### src/rtl/multicycle_ctrl.sv
// Multicycle control FSM for the RV32I core: sequences FETCH/DECODE/EXECUTE/MEM/WB,
// drives PC, register-file, ALU-mux and memory strobes, counts retired instructions.
module multicycle_ctrl #(
  parameter int unsigned CNT_W = 32
) (
  input  logic             clk,
  input  logic             i_rst,
  input  logic [6:0]       i_opcode,
  input  logic [2:0]       i_funct3,
  input  logic             i_imem_ready,
  input  logic             i_dmem_ready,
  input  logic             i_branch_taken,
  output logic             o_ir_we,
  output logic             o_imem_re,
  output logic             o_pc_we,
  output logic             o_oldpc_we,
  output logic             o_pc_src,
  output logic             o_alu_src_a,
  output logic [1:0]       o_alu_src_b,
  output logic [1:0]       o_alu_op,
  output logic             o_dmem_re,
  output logic             o_dmem_we,
  output logic             o_rf_we,
  output logic [1:0]       o_wb_sel,
  output logic             o_illegal,
  output logic [2:0]       o_state,
  output logic [CNT_W-1:0] o_instret
);

  typedef enum logic [2:0] {
    S_FETCH   = 3'd0,
    S_DECODE  = 3'd1,
    S_EXECUTE = 3'd2,
    S_MEM     = 3'd3,
    S_WB      = 3'd4,
    S_ILLEGAL = 3'd7
  } state_t;

  typedef enum logic [3:0] {
    C_R, C_I, C_LOAD, C_STORE, C_BRANCH, C_JAL, C_JALR, C_LUI, C_AUIPC, C_BAD
  } cls_t;

  state_t state, state_nx;
  cls_t   cls, dec_cls;
  logic   retire;

  // funct3 only matters to the ALU decoder downstream
  logic unused_funct3;
  assign unused_funct3 = ^i_funct3;

  always_comb begin
    dec_cls = C_BAD;
    case (i_opcode)
      7'b0110011: dec_cls = C_R;
      7'b0010011: dec_cls = C_I;
      7'b0000011: dec_cls = C_LOAD;
      7'b0100011: dec_cls = C_STORE;
      7'b1100011: dec_cls = C_BRANCH;
      7'b1101111: dec_cls = C_JAL;
      7'b1100111: dec_cls = C_JALR;
      7'b0110111: dec_cls = C_LUI;
      7'b0010111: dec_cls = C_AUIPC;
      default:    dec_cls = C_BAD;
    endcase
  end

  always_ff @(posedge clk) begin
    if (!i_rst) begin
      state     <= S_FETCH;
      cls       <= C_R;
      o_instret <= '0;
    end else begin
      state <= state_nx;
      if (state == S_DECODE)
        cls <= dec_cls;
      if (retire)
        o_instret <= o_instret + CNT_W'(1);
    end
  end

  // Strobes are only produced while out of reset, so an aborted instruction writes nothing.
  always_comb begin
    state_nx    = state;
    retire      = 1'b0;
    o_ir_we     = 1'b0;
    o_imem_re   = 1'b0;
    o_pc_we     = 1'b0;
    o_oldpc_we  = 1'b0;
    o_pc_src    = 1'b0;
    o_alu_src_a = 1'b0;
    o_alu_src_b = 2'b00;
    o_alu_op    = 2'b00;
    o_dmem_re   = 1'b0;
    o_dmem_we   = 1'b0;
    o_rf_we     = 1'b0;
    o_wb_sel    = 2'b00;
    if (i_rst) begin
      unique case (state)
        S_FETCH: begin
          o_imem_re = 1'b1;
          if (i_imem_ready) begin
            o_ir_we    = 1'b1;
            o_pc_we    = 1'b1;
            o_oldpc_we = 1'b1;
            state_nx   = S_DECODE;
          end
        end
        S_DECODE: begin
          state_nx = (dec_cls == C_BAD) ? S_ILLEGAL : S_EXECUTE;
        end
        S_EXECUTE: begin
          case (cls)
            C_R: begin
              o_alu_op = 2'b10;
              state_nx = S_WB;
            end
            C_I: begin
              o_alu_src_b = 2'b01;
              o_alu_op    = 2'b10;
              state_nx    = S_WB;
            end
            C_LOAD, C_STORE: begin
              o_alu_src_b = 2'b01;
              state_nx    = S_MEM;
            end
            C_BRANCH: begin
              o_alu_op = 2'b01;
              if (i_branch_taken) begin
                o_alu_src_a = 1'b1;
                o_alu_src_b = 2'b01;
                o_pc_we     = 1'b1;
                o_pc_src    = 1'b1;
              end
              retire   = 1'b1;
              state_nx = S_FETCH;
            end
            C_JAL, C_JALR: begin
              o_alu_src_a = (cls == C_JAL);
              o_alu_src_b = 2'b01;
              o_pc_we     = 1'b1;
              o_pc_src    = 1'b1;
              o_rf_we     = 1'b1;
              o_wb_sel    = 2'b10;
              retire      = 1'b1;
              state_nx    = S_FETCH;
            end
            C_LUI: begin
              state_nx = S_WB;
            end
            C_AUIPC: begin
              o_alu_src_a = 1'b1;
              o_alu_src_b = 2'b01;
              state_nx    = S_WB;
            end
            default: state_nx = S_ILLEGAL;
          endcase
        end
        S_MEM: begin
          if (cls == C_LOAD)
            o_dmem_re = 1'b1;
          else
            o_dmem_we = 1'b1;
          if (i_dmem_ready) begin
            if (cls == C_LOAD) begin
              state_nx = S_WB;
            end else begin
              retire   = 1'b1;
              state_nx = S_FETCH;
            end
          end
        end
        S_WB: begin
          o_rf_we  = 1'b1;
          o_wb_sel = (cls == C_LOAD) ? 2'b01 : (cls == C_LUI) ? 2'b11 : 2'b00;
          retire   = 1'b1;
          state_nx = S_FETCH;
        end
        S_ILLEGAL: state_nx = S_ILLEGAL;
        default:   state_nx = S_FETCH;
      endcase
    end
  end

  assign o_illegal = (state == S_ILLEGAL);
  assign o_state   = state;

endmodule
### config.mk
export PLATFORM = sky130hd
export DESIGN_NAME = multicycle_ctrl
export DESIGN_NICKNAME = d
export VERILOG_FILES = /design/src/rtl/multicycle_ctrl.sv
export SDC_FILE = /design/constraint.sdc
export NUM_CORES = 1
export LEC_CHECK = 0
export CAP_MARGIN = 10
export CORE_MARGIN = 8
export CORE_UTILIZATION = 40
export CTS_BUF_LIST = sky130_fd_sc_hd__clkbuf_16
export DETAILED_ROUTE_END_ITERATION = 6
export GPL_TIMING_DRIVEN = 1
export PLACE_DENSITY = 0.63
export SYNTH_ARGS = -nofsm -noshare
export SYNTH_HDL_FRONTEND = slang
export SYNTH_SLANG_ARGS = --single-unit
### constraint.sdc
create_clock -name clk -period 3.9 [get_ports clk]
set_input_delay 0.39 -clock clk [delete_from_list [all_inputs] [get_ports clk]]
set_output_delay 0.39 -clock clk [all_outputs]
set_load 0.02 [all_outputs]
==> results.md <==
* Most used cell, CP: clkdlybuf4s50_1
* Die area at 9313 µm²
* Worst-path fanout max at 45
* Synthesized cell area at between 2000 and 3000 µm²
* Relative slew slack at between 30% and 40%
* CTS tree: built
* CP max stage delay at about 0.6 ns
* Synth Warn # at 0
* Worst-margin pin slew at ~0.9 ns
* Register bit total from synthesis at 39
* # resized after CTS at 0
* Post-route insts no fill at approximately 430
* Dpl ws at ~0.94 ns
* Core Rows at 29
* H-tree Lvls at 2
* Clock skew at ~0.0045 ns
* Post-Syn Instances at 301
* Maxcap violations at 0
* Via count at 2362
* Vias per std cell at roughly 5.5
* Syn Area/Cell at 8.613 µm²
* Pleak at roughly 0.0012 µW
* Clock root buffer master: clkbuf_16
* Worst-Skew Late Latency at approximately 0.27 ns
* Synth top area share at between 30% and 40%
* I/O Pins at 66
* Max-slew violation count at 0
* Post-synth EDFFs at 0
* Run status: finished, final reports clean
* Antenna Violating Nets Remaining at 0
* Pwr Total at ~1200 µW
* Final setup margin at 0.9977 ns
* Final min period at 2.902 ns
* Top cells by area, synth: dfxtp_1 30%, xor2_1 8.4%, and2_1 8.0%, a2111oi_2 6.4%, nand2_1 3.5%
* Hold WC Path Type: flop to flop
* CTS Buf Count at 5
* Pwr Density at 357.0 nW/µm²
* Crit start category: primary input
* Crit-path cells: clkdlybuf4s50_1 -> buf_4 -> nor4b_1 -> and2_1 -> or2_2 -> clkdlybuf4s50_1
* FMAX at ~340 MHz
* Worst Hold Depth at 2
* Yosys top cell by area: dfxtp_1
* Primary FF master, synth: dfxtp_1
* Largest family of logic cells by synthesized area: simple AND/OR/NAND/NOR gates
* Layout cell share with drive strength beyond 1 at approximately 7.4%
* WP data arrival at about 2.5 ns
* Distinct cells, synth at slightly below 60
* Worst EP required at between 3 and 4 ns
* Critical Setup Path Class: primary input to primary output
* Initial DRT Pass Iterations at 4
* WP buf/inv at 3
* Final period utilization at approximately three quarters
* First-pass GRT wire length at approximately 11000 µm
* RSZ-0062 raised after global routing: no
* Area Growth Syn to Fin at 29.20%
* All-Layer GR Usage at 13.91%
* Reg-to-reg endpoint: o_instret[15]
* Mux contribution to synthesized area at between 1.5 and 2%
* Clock Sinks at 39
* Iteration-0 DRC Markers at 59
* Final Core Density at a little over half
* Die Height at about 97 µm
* Die W at approximately 97 µm
* WL/cell at roughly 15 µm
* Post-synthesis sequential area ratio at between 30 and 40%
* Final Wtd Congestion at 0.8083
* Worst Setup End Kind: primary output
* Synth Area in Compound Gates at between 20% and 30%
* Hold path start: o_instret[28]
* Worst reg2reg path startpoint: o_state[1]
* Clk buf depth at 2
* Most frequent cell after synthesis: dfxtp_1
* Post-Syn Nets at ~320
* Postcts setup bufs at 0
* Core Box Area at 6314 µm²
* Synth Area in Adders at less than 1%
* Synth Area in Simple Gates at 32.19%
* DR DRC count at 0
* Vias in the first global route at roughly 2200
* Port bufs at between 60 and 70
* Worst-path clk slew at ~0.060 ns
* ANT cells at 0
* Initial core utilization at between 40% and 50%
* Hold buffer count at CTS at 0
* Slowest cell on crit path: clkdlybuf4s50_1
* Worst reg-to-reg setup slack at 1.30 ns
* CP top delay family: buffers and inverters
* Largest net degree at the start of global routing at between 40 and 50
* Async SR Flop Fraction at 0%
* Nets at around 370
* Final Hold Viols at 0
* Congestion Overflow GR at 0
* DP HPWL at ~4500 µm
* Most common library cells after synthesis: 39 x dfxtp_1, 33 x and2_1, 25 x xor2_1
* Cells on worst reg2reg path at 6
* Synth Area in XOR/XNOR at around a tenth
* Setup violations, final at 0
* Initial antenna violation count at 0
* Setup TNS at 0 ns
* Hold Path Sink: o_instret[28]
* Worst vdd ir at 226.5 µV
* Placed Cells at 420
* Routed WL at between 6000 and 7000 µm
==> flip-flops by register name, indices dropped and copies added (netlist names) <==
signal / flops
o_state: 3
cls: 4
o_instret: 32
==> stage by stage <==
step	hold slack (ns)	cell area, µm²
CTS	0.4902	3349
detailed placement	0.4819	3212
global placement	0.4691	3212
finish	0.4916	3349
global route	0.5165	3349
floorplan	0.5059	2592
==> logic make-up after synthesis <==
family | after synthesis
other cells | 1
fa+ha+maj | 1
buf+inv | 26
simple gates | 139
flops | 39
mux | 5
compound gates | 61
xor+xnor | 29
==> routing by layer <==
layer / global-route usage, % / wire [µm]
met4: 4.918 / 65
met1: 17.72 / 2923
met5: 0 / 0
met3: 3.091 / 360
met2: 22.55 / 2988
==> power by group <==
part | internal [µW] | leakage (µW) | switching [µW]
Sequential | 420 | 0.000315 | 76.0
Combinational | 149 | 0.000849 | 172
Clock | 231 | 0.0000762 | 148
Total | 800 | 0.00124 | 396
==> worst reg2reg max path, cell delays in order (launching register included) <==
cell and delay (ns):
dfxtp_1 0.59, and2b_1 0.28, nand4_2 0.61, buf_4 0.43
a2111oi_2 0.33, xor2_1 0.10, and2_1 0.17
==> worst max path at each step <==
stage               to  startpoint  cells past startpoint  slack, ns
3_3_place_gp   o_pc_we       i_rst                      6        1.0
2_1_floorplan  o_pc_we  o_state[0]                      5       1.34
3_5_place_dp   o_pc_we       i_rst                      6       0.94
5_1_grt        o_pc_we       i_rst                      6       0.83
4_1_cts        o_pc_we       i_rst                      6       0.95
6_report       o_pc_we       i_rst                      6        1.0
==> layout make-up <==
class / count / area [µm²]
flip-flops and latches: 39 / 780.7
clock buffers: 5 / 125.1
clock inverters: 3 / 12.51
well taps: 77 / 96.34
repair buffers: 63 / 625.6
multi-input cells: 236 / 1690
inverters: 5 / 18.77
fillers: 612 / 2964
==> placed cells by master, fill, tap and decap left out, types with 2 or more instances in the layout <==
cell / n
a2111oi_0: 4
a2111oi_1: 2
a2111oi_2: 11
a211oi_1: 8
a21boi_0: 4
a21oi_1: 7
a22oi_1: 2
a31oi_1: 2
and2_1: 33
and3_1: 7
and4_1: 4
buf_4: 2
clkbuf_16: 5
clkdlybuf4s50_1: 61
dfxtp_1: 39
inv_1: 7
mux2i_1: 5
nand2_1: 24
nand2b_1: 14
nand3_1: 15
nand3b_1: 3
nand4_1: 5
nor2_1: 9
nor2b_1: 2
nor3_1: 6
nor4b_1: 2
o2111ai_1: 2
o21a_1: 3
o21ai_0: 6
o21bai_1: 2
o22ai_1: 2
xnor2_1: 4
xor2_1: 25
Power figures use the tool's default switching activity.
